==> config.mk <==
export PLATFORM = sky130hd
export DESIGN_NAME = binop_sequencer
export DESIGN_NICKNAME = d
export VERILOG_FILES = /design/src/rtl/binop_sequencer.sv
export SDC_FILE = /design/constraint.sdc
export NUM_CORES = 1
export LEC_CHECK = 0
export CORE_ASPECT_RATIO = 0.6
export CORE_MARGIN = 1
export CORE_UTILIZATION = 30
export CTS_BUF_LIST = sky130_fd_sc_hd__clkbuf_2
export DETAILED_ROUTE_END_ITERATION = 8
export DONT_BUFFER_PORTS = 1
export SKIP_CTS_REPAIR_TIMING = 1
export SYNTH_ARGS = -nofsm -noshare
export SYNTH_HDL_FRONTEND = slang
export SYNTH_SLANG_ARGS = --single-unit
==> constraint.sdc <==
create_clock -name clk -period 6 [get_ports clk]
set_input_delay 0.9 -clock clk [delete_from_list [all_inputs] [get_ports clk]]
set_output_delay 0.9 -clock clk [all_outputs]
set_load 0.03 [all_outputs]
==> src/rtl/binop_sequencer.sv <==
// Sequences one wasm binary numeric op: pop B, pop A, run the ALU, push the result.
// Optional ALU watchdog is compiled in with `define BINOP_TIMEOUT_EN (trap code 4).
module binop_sequencer #(
  parameter int WIDTH   = 64,
  parameter int TIMEOUT = 16
) (
  input  logic             clk,
  input  logic             reset,
  input  logic             cmd_valid,
  input  logic [7:0]       cmd_op,
  output logic             cmd_ready,
  input  logic [WIDTH-1:0] stack_data,
  input  logic             stack_empty,
  input  logic             stack_full,
  output logic             stack_pop,
  output logic             stack_push,
  output logic [WIDTH-1:0] stack_push_data,
  output logic             alu_start,
  output logic [7:0]       alu_op,
  output logic [WIDTH-1:0] alu_a,
  output logic [WIDTH-1:0] alu_b,
  input  logic             alu_done,
  input  logic [WIDTH-1:0] alu_result,
  input  logic             alu_trap,
  output logic             done,
  output logic [2:0]       trap
);

  localparam logic [2:0] S_IDLE  = 3'd0;
  localparam logic [2:0] S_POP_B = 3'd1;
  localparam logic [2:0] S_POP_A = 3'd2;
  localparam logic [2:0] S_EXEC  = 3'd3;
  localparam logic [2:0] S_WAIT  = 3'd4;
  localparam logic [2:0] S_PUSH  = 3'd5;
  localparam logic [2:0] S_TRAP  = 3'd6;

  localparam logic [2:0] TRAP_NONE  = 3'd0;
  localparam logic [2:0] TRAP_UNDER = 3'd1;
  localparam logic [2:0] TRAP_OVER  = 3'd2;
  localparam logic [2:0] TRAP_ALU   = 3'd3;
  localparam logic [2:0] TRAP_TMO   = 3'd4;

  if (TIMEOUT < 1) begin : g_bad_timeout
    $error("binop_sequencer: TIMEOUT must be at least 1");
  end

  logic [2:0]       state_q, state_d;
  logic [7:0]       op_q, op_d;
  logic [WIDTH-1:0] a_q, a_d;
  logic [WIDTH-1:0] b_q, b_d;
  logic [WIDTH-1:0] res_q, res_d;
  logic [2:0]       trap_q, trap_d;

`ifdef BINOP_TIMEOUT_EN
  localparam int CNT_W = $clog2(TIMEOUT + 1);
  logic [CNT_W-1:0] cnt_q, cnt_d;
`endif

  always_comb begin
    state_d = state_q;
    op_d    = op_q;
    a_d     = a_q;
    b_d     = b_q;
    res_d   = res_q;
    trap_d  = trap_q;
`ifdef BINOP_TIMEOUT_EN
    cnt_d   = cnt_q;
`endif
    case (state_q)
      S_IDLE: begin
        if (cmd_valid) begin
          op_d    = cmd_op;
          state_d = S_POP_B;
        end
      end
      S_POP_B: begin
        if (stack_empty) begin
          state_d = S_TRAP;
          trap_d  = TRAP_UNDER;
        end else begin
          b_d     = stack_data;
          state_d = S_POP_A;
        end
      end
      S_POP_A: begin
        if (stack_empty) begin
          state_d = S_TRAP;
          trap_d  = TRAP_UNDER;
        end else begin
          a_d     = stack_data;
          state_d = S_EXEC;
`ifdef BINOP_TIMEOUT_EN
          cnt_d   = '0;
`endif
        end
      end
      // EXEC only differs from WAIT by the start pulse; a same-cycle done is handled here.
      S_EXEC, S_WAIT: begin
        if (alu_done) begin
          if (alu_trap) begin
            state_d = S_TRAP;
            trap_d  = TRAP_ALU;
          end else begin
            res_d   = alu_result;
            state_d = S_PUSH;
          end
        end else begin
          state_d = S_WAIT;
`ifdef BINOP_TIMEOUT_EN
          if (cnt_q == CNT_W'(TIMEOUT - 1)) begin
            state_d = S_TRAP;
            trap_d  = TRAP_TMO;
          end else begin
            cnt_d = cnt_q + 1'b1;
          end
`endif
        end
      end
      S_PUSH: begin
        if (stack_full) begin
          state_d = S_TRAP;
          trap_d  = TRAP_OVER;
        end else begin
          state_d = S_IDLE;
        end
      end
      S_TRAP: begin
        state_d = S_TRAP;
      end
      default: begin
        state_d = S_IDLE;
      end
    endcase
  end

  always_ff @(posedge clk or posedge reset) begin
    if (reset) begin
      state_q <= S_IDLE;
      op_q    <= '0;
      a_q     <= '0;
      b_q     <= '0;
      res_q   <= '0;
      trap_q  <= TRAP_NONE;
    end else begin
      state_q <= state_d;
      op_q    <= op_d;
      a_q     <= a_d;
      b_q     <= b_d;
      res_q   <= res_d;
      trap_q  <= trap_d;
    end
  end

`ifdef BINOP_TIMEOUT_EN
  always_ff @(posedge clk or posedge reset) begin
    if (reset) begin
      cnt_q <= '0;
    end else begin
      cnt_q <= cnt_d;
    end
  end
`endif

  // Strobes are state decodes, gated by the stack status that decides the branch.
  assign cmd_ready       = (state_q == S_IDLE);
  assign stack_pop       = ((state_q == S_POP_B) || (state_q == S_POP_A)) && !stack_empty;
  assign stack_push      = (state_q == S_PUSH) && !stack_full;
  assign done            = (state_q == S_PUSH) && !stack_full;
  assign alu_start       = (state_q == S_EXEC);
  assign alu_op          = op_q;
  assign alu_a           = a_q;
  assign alu_b           = b_q;
  assign stack_push_data = res_q;
  assign trap            = trap_q;

endmodule
==> results of run 1 <==
-- critical path: stages (launching register included) --
cell     delay, ns
dfrtp_1       0.62
nor4b_4       0.87
or2_2         0.37
-- path summary, 6_finish.rpt --
path	slack, ns	start	to
max	2.48	state_q[2]	stack_pop
min	0.24	stack_full	trap[0]
max reg2reg	3.14	state_q[2]	stack_push_data[46]
min reg2reg	0.75	alu_a[29]	alu_a[29]
max in group asynchronous	3.83	reset	alu_a[1]
min in group asynchronous	0.69	reset	alu_a[28]
-- flip-flops by register name, summed over array words and instances (netlist names) --
name / cells
alu_a: 64
alu_b: 64
stack_push_data: 64
alu_op: 8
state_q: 3
trap: 2
-- cell families (layout without fill, tap and decap cells) --
| family | count (synthesis) | after routing | share of synthesized area, % |
|---|---|---|---|
| DFF | 205 | 205 | 65.4 |
| muxes | 201 | 201 | 28.9 |
| buffers and inverters | 31 | 94 | 2.62 |
| and+or+nand+nor | 19 | 19 | 1.71 |
| AOI/OAI and AO/OA | 14 | 14 | 1.21 |
| other | 1 | 1 | 0.0478 |
| xor gates and xnor gates | 1 | 1 | 0.112 |
-- per-stage QoR --
stage	hold slack [ns]	worst slack, ns	utilization [%]	instances	total power [uW]
global route	0.0819	2.15	33.8	887	6160
global placement	0.734	3.04	32.1	803	4960
floorplan	0.648	2.44	-	472	4710
detailed placement	0.735	2.98	32.1	803	5040
CTS	-0.0762	2.27	33.7	886	5940
finish	0.236	2.48	33.8	887	5850
-- cell usage in the layout (no fill, tap or decap), types with 2 or more instances in the layout --
master and instances:
a21oi_1 4, a31oi_1 2, buf_4 7, clkbuf_2 68, clkinv_1 12, dfrtp_1 205, inv_1 2, mux2_2 200
nand2_1 4, nor2_1 2, nor2b_1 2, nor4_1 2
-- per-layer routing --
layer / global-route usage [%] / routed length (um) / vias to the layer above / share of wire, %
met4: 4.86 / 313 / 0 / 1.8
li1: - / - / 1756 / -
met2: 19.6 / 8110 / 235 / 48
met1: 14.0 / 6460 / 2047 / 38
met3: 6.66 / 2100 / 35 / 12
met5: 0 / 0 / - / 0
-- cell type report --
| cell class | count | area share, % |
|---|---|---|
| sequential | 205 | 59.7 |
| inverter | 3 | 0.175 |
| tap | 352 | 5.13 |
| clock inverter | 15 | 0.976 |
| multi-input combinational | 236 | 29.3 |
| clock buffer | 68 | 3.96 |
| timing repair buffer | 8 | 0.728 |
-- power groups by stage --
stage | Clock (uW) | Combinational [uW] | Sequential (uW)
after global placement | 0 | 927 | 4030
after detailed placement | 0 | 1010 | 4020
final | 869 | 986 | 4000
after CTS | 924 | 1010 | 4010
after floorplan | 0 | 916 | 3790
after global routing | 995 | 1090 | 4080
==> metrics.cfg, run 1 <==
[logic_synthesis]
avgSynthCellArea_sq_um = 16.6
async_flop_share_pct = 100
synthesis.area_sq_um = 7840
synth-main-ff-cell = dfrtp_1
synth_cell_types = 31
synth_area_leader_cell = dfrtp_1
synth_edf_count = 0
ys_seq_area_share_pct = 65.4
synthCells = 472
synthTopCellsByArea = dfrtp_1 65%, mux2_2 29%, buf_4 2.1%
synth_commonest_cells = 205 x dfrtp_1, 200 x mux2_2, 22 x buf_4
yosysWarnings = 0
synth_fp_nets = 615
synth.most_common_cell = dfrtp_1
synth_top_area_share_pct = 65.4
ys_ff_latch = 205

[worst_setup_path]
crit_path_start_kind = flop
cp.arrival_ns = 2.62
worst-path-max-fanout = 18
crit_required_ns = 5.10
worst_setup_path_end_kind = output port
crit_type = flop to output port
rr_worst_depth = 4

[drt]
num_vias = 4073
wire_per_inst_um = 19.2
drt_iter0_markers = 212
drtPass1Iterations = 4
drc_errors = 0
via_per_inst = 4.59
final_antenna_net_count = 0
wirelength_um = 17000

[timing]
worst_pin_slew_ns = 1.10
min_period_ns = 3.52
rsz0062_at_grt = false
hold_viol = 0
slew_viol_final = 0
fin_crit_sh_pct = 58.6
slew_headroom_pct = 26.2
max_freq_mhz = 284
skew_ns = 0.0719
finalSetupViolCount = 0
tns_ns = 0

[floorplanning]
dieArea_sq_um = 26800
num_rows = 45
start_util_pct = 30.8
core_area_sq_um = 25400
io_pins = 351
die_h_um = 127
die_w_um = 211

[global_route]
overflow = 0
antenna_found_initial = 0
grt_pass1_wl_um = 25700
globalRouteTotalUtil_pct = 12.4
grt_max_degree = 86
grt_pass1_vias = 4494

[place]
placed_area_sq_um = 8160
place_congestion = 0.781
port_buffers = 0
dp_hpwl_um = 11900

[layout]
design_area_sq_um = 8590
drive_gt1_share_pct = 53.1
nets = 643
multi_input_area_sq_um = 2520
areaGrowthSynthToFinish_pct = 9.62
register_area_sq_um = 5130
fillers = 2484
diodes = 0

[pwr]
p_seq_share_pct = 68.3
p_comb_share_pct = 16.9
power.density_nw_per_um2 = 681
swShare_pct = 48.3
clockPowerShare_pct = 14.9
leakagePower_uw = 0.00374
ir_drop_uv = 293
power.switching_uw = 2820
internal_power_uw = 3030

[clocking]
clk_path_buf_depth = 3
clk_latency_ns = 0.76
numClockSinks = 205
cts_tree = yes
cts_made_buffers = 46
cts_root_buffer = clkbuf_2
clk_pin_slew_ns = 0.11
ctsHtreeMaxLevel = 2

[min_path]
min_path_type = input pin to flop
whs_path_depth = 1

[status]
status = finished clean

[job]
maxCapViolCount = 0

No activity file was read; power rests on OpenSTA's default activity.
==> run 2: changes to the inputs <==
clock period = 3.5 ns   (was 6 ns; I/O delays follow)
==> run 2 against run 1 <==
Non-clock buffer count increased by 144. Clock-buffer cell count increased by 9. Sequential power increased by 72%. Global-route usage decreased by 0.16 points. Total power increased by 77%. Combinational power increased by 92%.
==> metrics.cfg, run 2 (synthesis gave the netlist of run 1 again) <==
[timing]
max_freq_mhz = 331
tns_ns = 0
finalSetupViolCount = 0
hold_viol = 0
slew_headroom_pct = 43.2
min_period_ns = 3.02
slew_viol_final = 0
fin_crit_sh_pct = 86.4
rsz0062_at_grt = false
skew_ns = 0.0538
fin_ws_ns = 0.477
hold-worst-slack_ns = 0.172
worst_pin_slew_ns = 0.850

[floorplanning]
die_w_um = 211
core_area_sq_um = 25400
io_pins = 351
num_rows = 45
start_util_pct = 30.8
dieArea_sq_um = 26800
die_h_um = 127

[layout]
nets = 788
areaGrowthSynthToFinish_pct = 28.9
fillers = 2313
diodes = 0
multi_input_area_sq_um = 2520
final_common_cell = dfrtp_1
drive_gt1_share_pct = 43.5
register_area_sq_um = 5130
design_area_sq_um = 10100
final_cell_mix = 205 x dfrtp_1, 200 x mux2_2, 142 x dlygate4sd3_1

[worst_setup_path]
cp.arrival_ns = 2.50
rrSetupSlack_ns = 0.93
critical_path.endpoint = stack_pop
crit_required_ns = 2.97
crit_type = flop to output port
worst-path-max-fanout = 12
worst_setup_path_end_kind = output port
rr_worst_depth = 4
reg2reg_from = state_q[2]
crit_path_start_kind = flop
r2r-end = stack_push_data[33]
crit_start = state_q[1]

[clocking]
cts_root_buffer = clkbuf_2
clk_latency_ns = 0.79
cts_made_buffers = 47
clk_path_buf_depth = 3
cts_tree = yes
ctsHtreeMaxLevel = 2
clk_pin_slew_ns = 0.13
numClockSinks = 205

[pwr]
power.density_nw_per_um2 = 1030
ir_drop_uv = 487
power_uw = 10400
leakagePower_uw = 0.00440

[global_route]
overflow = 0
grt_pass1_vias = 4455
grt_max_degree = 92
grt_pass1_wl_um = 25600
antenna_found_initial = 0
globalRouteTotalUtil_pct = 12.2

[place]
placed_area_sq_um = 8230
port_buffers = 0
dpl_worst_slack_ns = 1.02
place_congestion = 0.790
dp_hpwl_um = 11800

[job]
maxCapViolCount = 0

[drt]
drtPass1Iterations = 4
drt_iter0_markers = 214
drc_errors = 0
wire_per_inst_um = 18.6
via_per_inst = 4.50
num_vias = 4660
final_antenna_net_count = 0
wirelength_um = 19200

[status]
status = finished clean

[min_path]
min_path_type = input pin to flop

-- run 2: where the power goes --
group	switching, uW	internal (uW)	total [uW]
Combinational	686	1210	1890
Clock	941	648	1590
Sequential	3360	3520	6880
Total	4990	5370	10400
-- run 2: layout make-up --
type,instances,area share (%)
inverters,3,0.149
repair buffers,152,15.3
flip-flops and latches,205,50.8
clock inverters,10,0.656
multi-input cells,236,25.0
clock buffers,77,3.81
well taps,352,4.36
-- run 2: worst min path at each step --
stage	from	endpoint	slack, ns	depth (start not counted)
after detailed placement	reset	alu_a[19]	0.59	1
after global routing	alu_trap	trap[1]	0.06	3
after floorplan	stack_full	trap[0]	0.63	1
after CTS	reset	alu_a[23]	-0.43	1
after global placement	reset	alu_a[27]	0.58	1
final	alu_trap	trap[1]	0.17	3
-- run 2: through the flow --
stage          instances  util (%)
2_1_floorplan        472         -
3_3_place_gp         806      32.3
3_5_place_dp         806      32.3
4_1_cts              893      34.1
5_1_grt             1035      39.7
6_report            1035      39.7
-- run 2: critical path: stages (launching register included) --
cell and delay, ns:
dfrtp_1 0.53, inv_1 0.16, nand2_1 0.12, nor3_4 0.56, or2_2 0.33
-- run 2: layer usage --
metal	global-route usage [%]	vias to the layer above	wire, um
met2	19.3	256	9370
li1	-	2039	-
met5	0	-	0
met3	6.12	53	1910
met4	5.33	0	571
met1	14.0	2312	7370
==> run 3: changes to the inputs <==
CORE_AREA = 2 2 136 138   (was default)
CORE_ASPECT_RATIO = default   (was 0.6)
CORE_MARGIN = default   (was 1)
CORE_UTILIZATION = default   (was 30)
DIE_AREA = 0 0 138 140   (was default)
SLEW_MARGIN = 0   (was default)
==> run 3 against run 2 <==
Flip-flop and latch count stayed put. Clock-buffer cell count is 3 lower. Worst hold slack worse by 0.041 ns. Clock power hardly changed. Core utilization is 17 points higher. Clock skew is 0.013 ns lower. Sequential share of layout area is 0.47 points higher. Final cell count is 11% lower. Cell area is 0.92% lower. Via count is 2.7% higher. Critical endpoint unchanged. Sequential power hardly changed. Global-route usage is 6.2 points higher. Critical path type unchanged.
==> metrics.cfg, run 3 (synthesis gave the netlist of run 1 again) <==
[worst_setup_path]
worst-path-max-fanout = 18
timing.critical_path.cells = nor4b_4 -> or2_2
crit_path_start_kind = flop
cpMaxStageDelayCell = nor4b_4
rrSetupSlack_ns = 1.17
cp.arrival_ns = 2.34
reg2reg_from = state_q[2]
crit_required_ns = 2.97
slowest_delay_ns = 0.65
crit_type = flop to output port
crit_start = state_q[2]
worst_setup_path_end_kind = output port

[pwr]
power.density_nw_per_um2 = 1030
leakagePower_uw = 0.00443
power_uw = 10300
ir_drop_uv = 571

[timing]
max_freq_mhz = 349
skew_ns = 0.0409
slew_headroom_pct = 36.5
hold-worst-slack_ns = 0.130
fin_crit_sh_pct = 82.0
slew_viol_final = 0
hold_viol = 0
tns_ns = 0
worst_pin_slew_ns = 0.951
rsz0062_at_grt = false
finalSetupViolCount = 0
min_period_ns = 2.87

[drt]
drt_iter0_markers = 173
drtPass1Iterations = 4
wirelength_um = 19600
final_antenna_net_count = 0
num_vias = 4785
via_per_inst = 5.18
drc_errors = 0
wire_per_inst_um = 21.2

[layout]
nets = 802
areaGrowthSynthToFinish_pct = 27.7
drive_gt1_share_pct = 43.9
final_cell_mix = 205 x dfrtp_1, 200 x mux2_2, 142 x dlygate4sd3_1
fin_util_pct = 56.3
final_common_cell = dfrtp_1

[global_route]
overflow = 0
grt_pass1_vias = 4886
grt_max_degree = 45
grt_pass1_wl_um = 28100
antenna_found_initial = 1
globalRouteTotalUtil_pct = 18.4

[place]
port_buffers = 0
place_congestion = 0.773
dp_hpwl_um = 13400

[job]
maxCapViolCount = 0

[clocking]
ctsHtreeMaxLevel = 2
clk_latency_ns = 0.75
clk_path_buf_depth = 3
numClockSinks = 205
cts_root_buffer = clkbuf_2
clk_pin_slew_ns = 0.09
cts_made_buffers = 51
cts_tree = yes

[floorplanning]
die_w_um = 138
num_rows = 49
io_pins = 351
start_util_pct = 44.1
die_h_um = 140
dieArea_sq_um = 19300
core_area_sq_um = 17800

[status]
status = finished clean

[min_path]
min_path_type = input pin to flop
worstHoldStart = stack_empty

## run 3: final timing paths
kind | cells past startpoint | end
setup / recovery | 2 | stack_pop
hold / removal | 3 | state_q[2]
setup reg to reg | 4 | stack_push_data[42]
hold reg to reg | 1 | alu_b[3]
max in group asynchronous | 3 | alu_b[36]
min in group asynchronous | 2 | alu_b[53]
## run 3: per-layer routing
| metal | share of wire (%) | vias to the layer above | GRT usage (%) |
|---|---|---|---|
| met3 | 10 | 40 | 9.61 |
| met4 | 2.2 | 0 | 8.00 |
| met5 | 0 | - | 0 |
| met1 | 34 | 2416 | 18.5 |
| met2 | 53 | 259 | 31.9 |
| li1 | - | 2070 | - |
## run 3: report_power, final
part,switching [uW],internal [uW]
sequential,3380,3520
combinational,653,1210
clock,925,633
total,4960,5360
## run 3: stage by stage
stage	instances	setup WS [ns]	cell area (sq um)
2_1_floorplan	472	0.317	7840
3_3_place_gp	693	1.29	8140
3_5_place_dp	693	1.21	8140
4_1_cts	780	0.472	8590
5_1_grt	923	0.383	10000
6_report	923	0.631	10000
## run 3: layout make-up
type / instances / area (sq um)
Antenna cell: 1 / 2.50
Timing Repair Buffer: 162 / 1610
Sequential cell: 205 / 5130
Inverter: 3 / 15.0
Multi-Input combinational cell: 236 / 2520
Fill cell: 1416 / 7770
Clock inverter: 13 / 77.6
Clock buffer: 74 / 370
Tap cell: 229 / 287
## run 3: critical path: cells and delay by family, from the launching register on
kind | cells | cell delay, ns
and+or+nand+nor | 2 | 0.98
DFF | 1 | 0.61
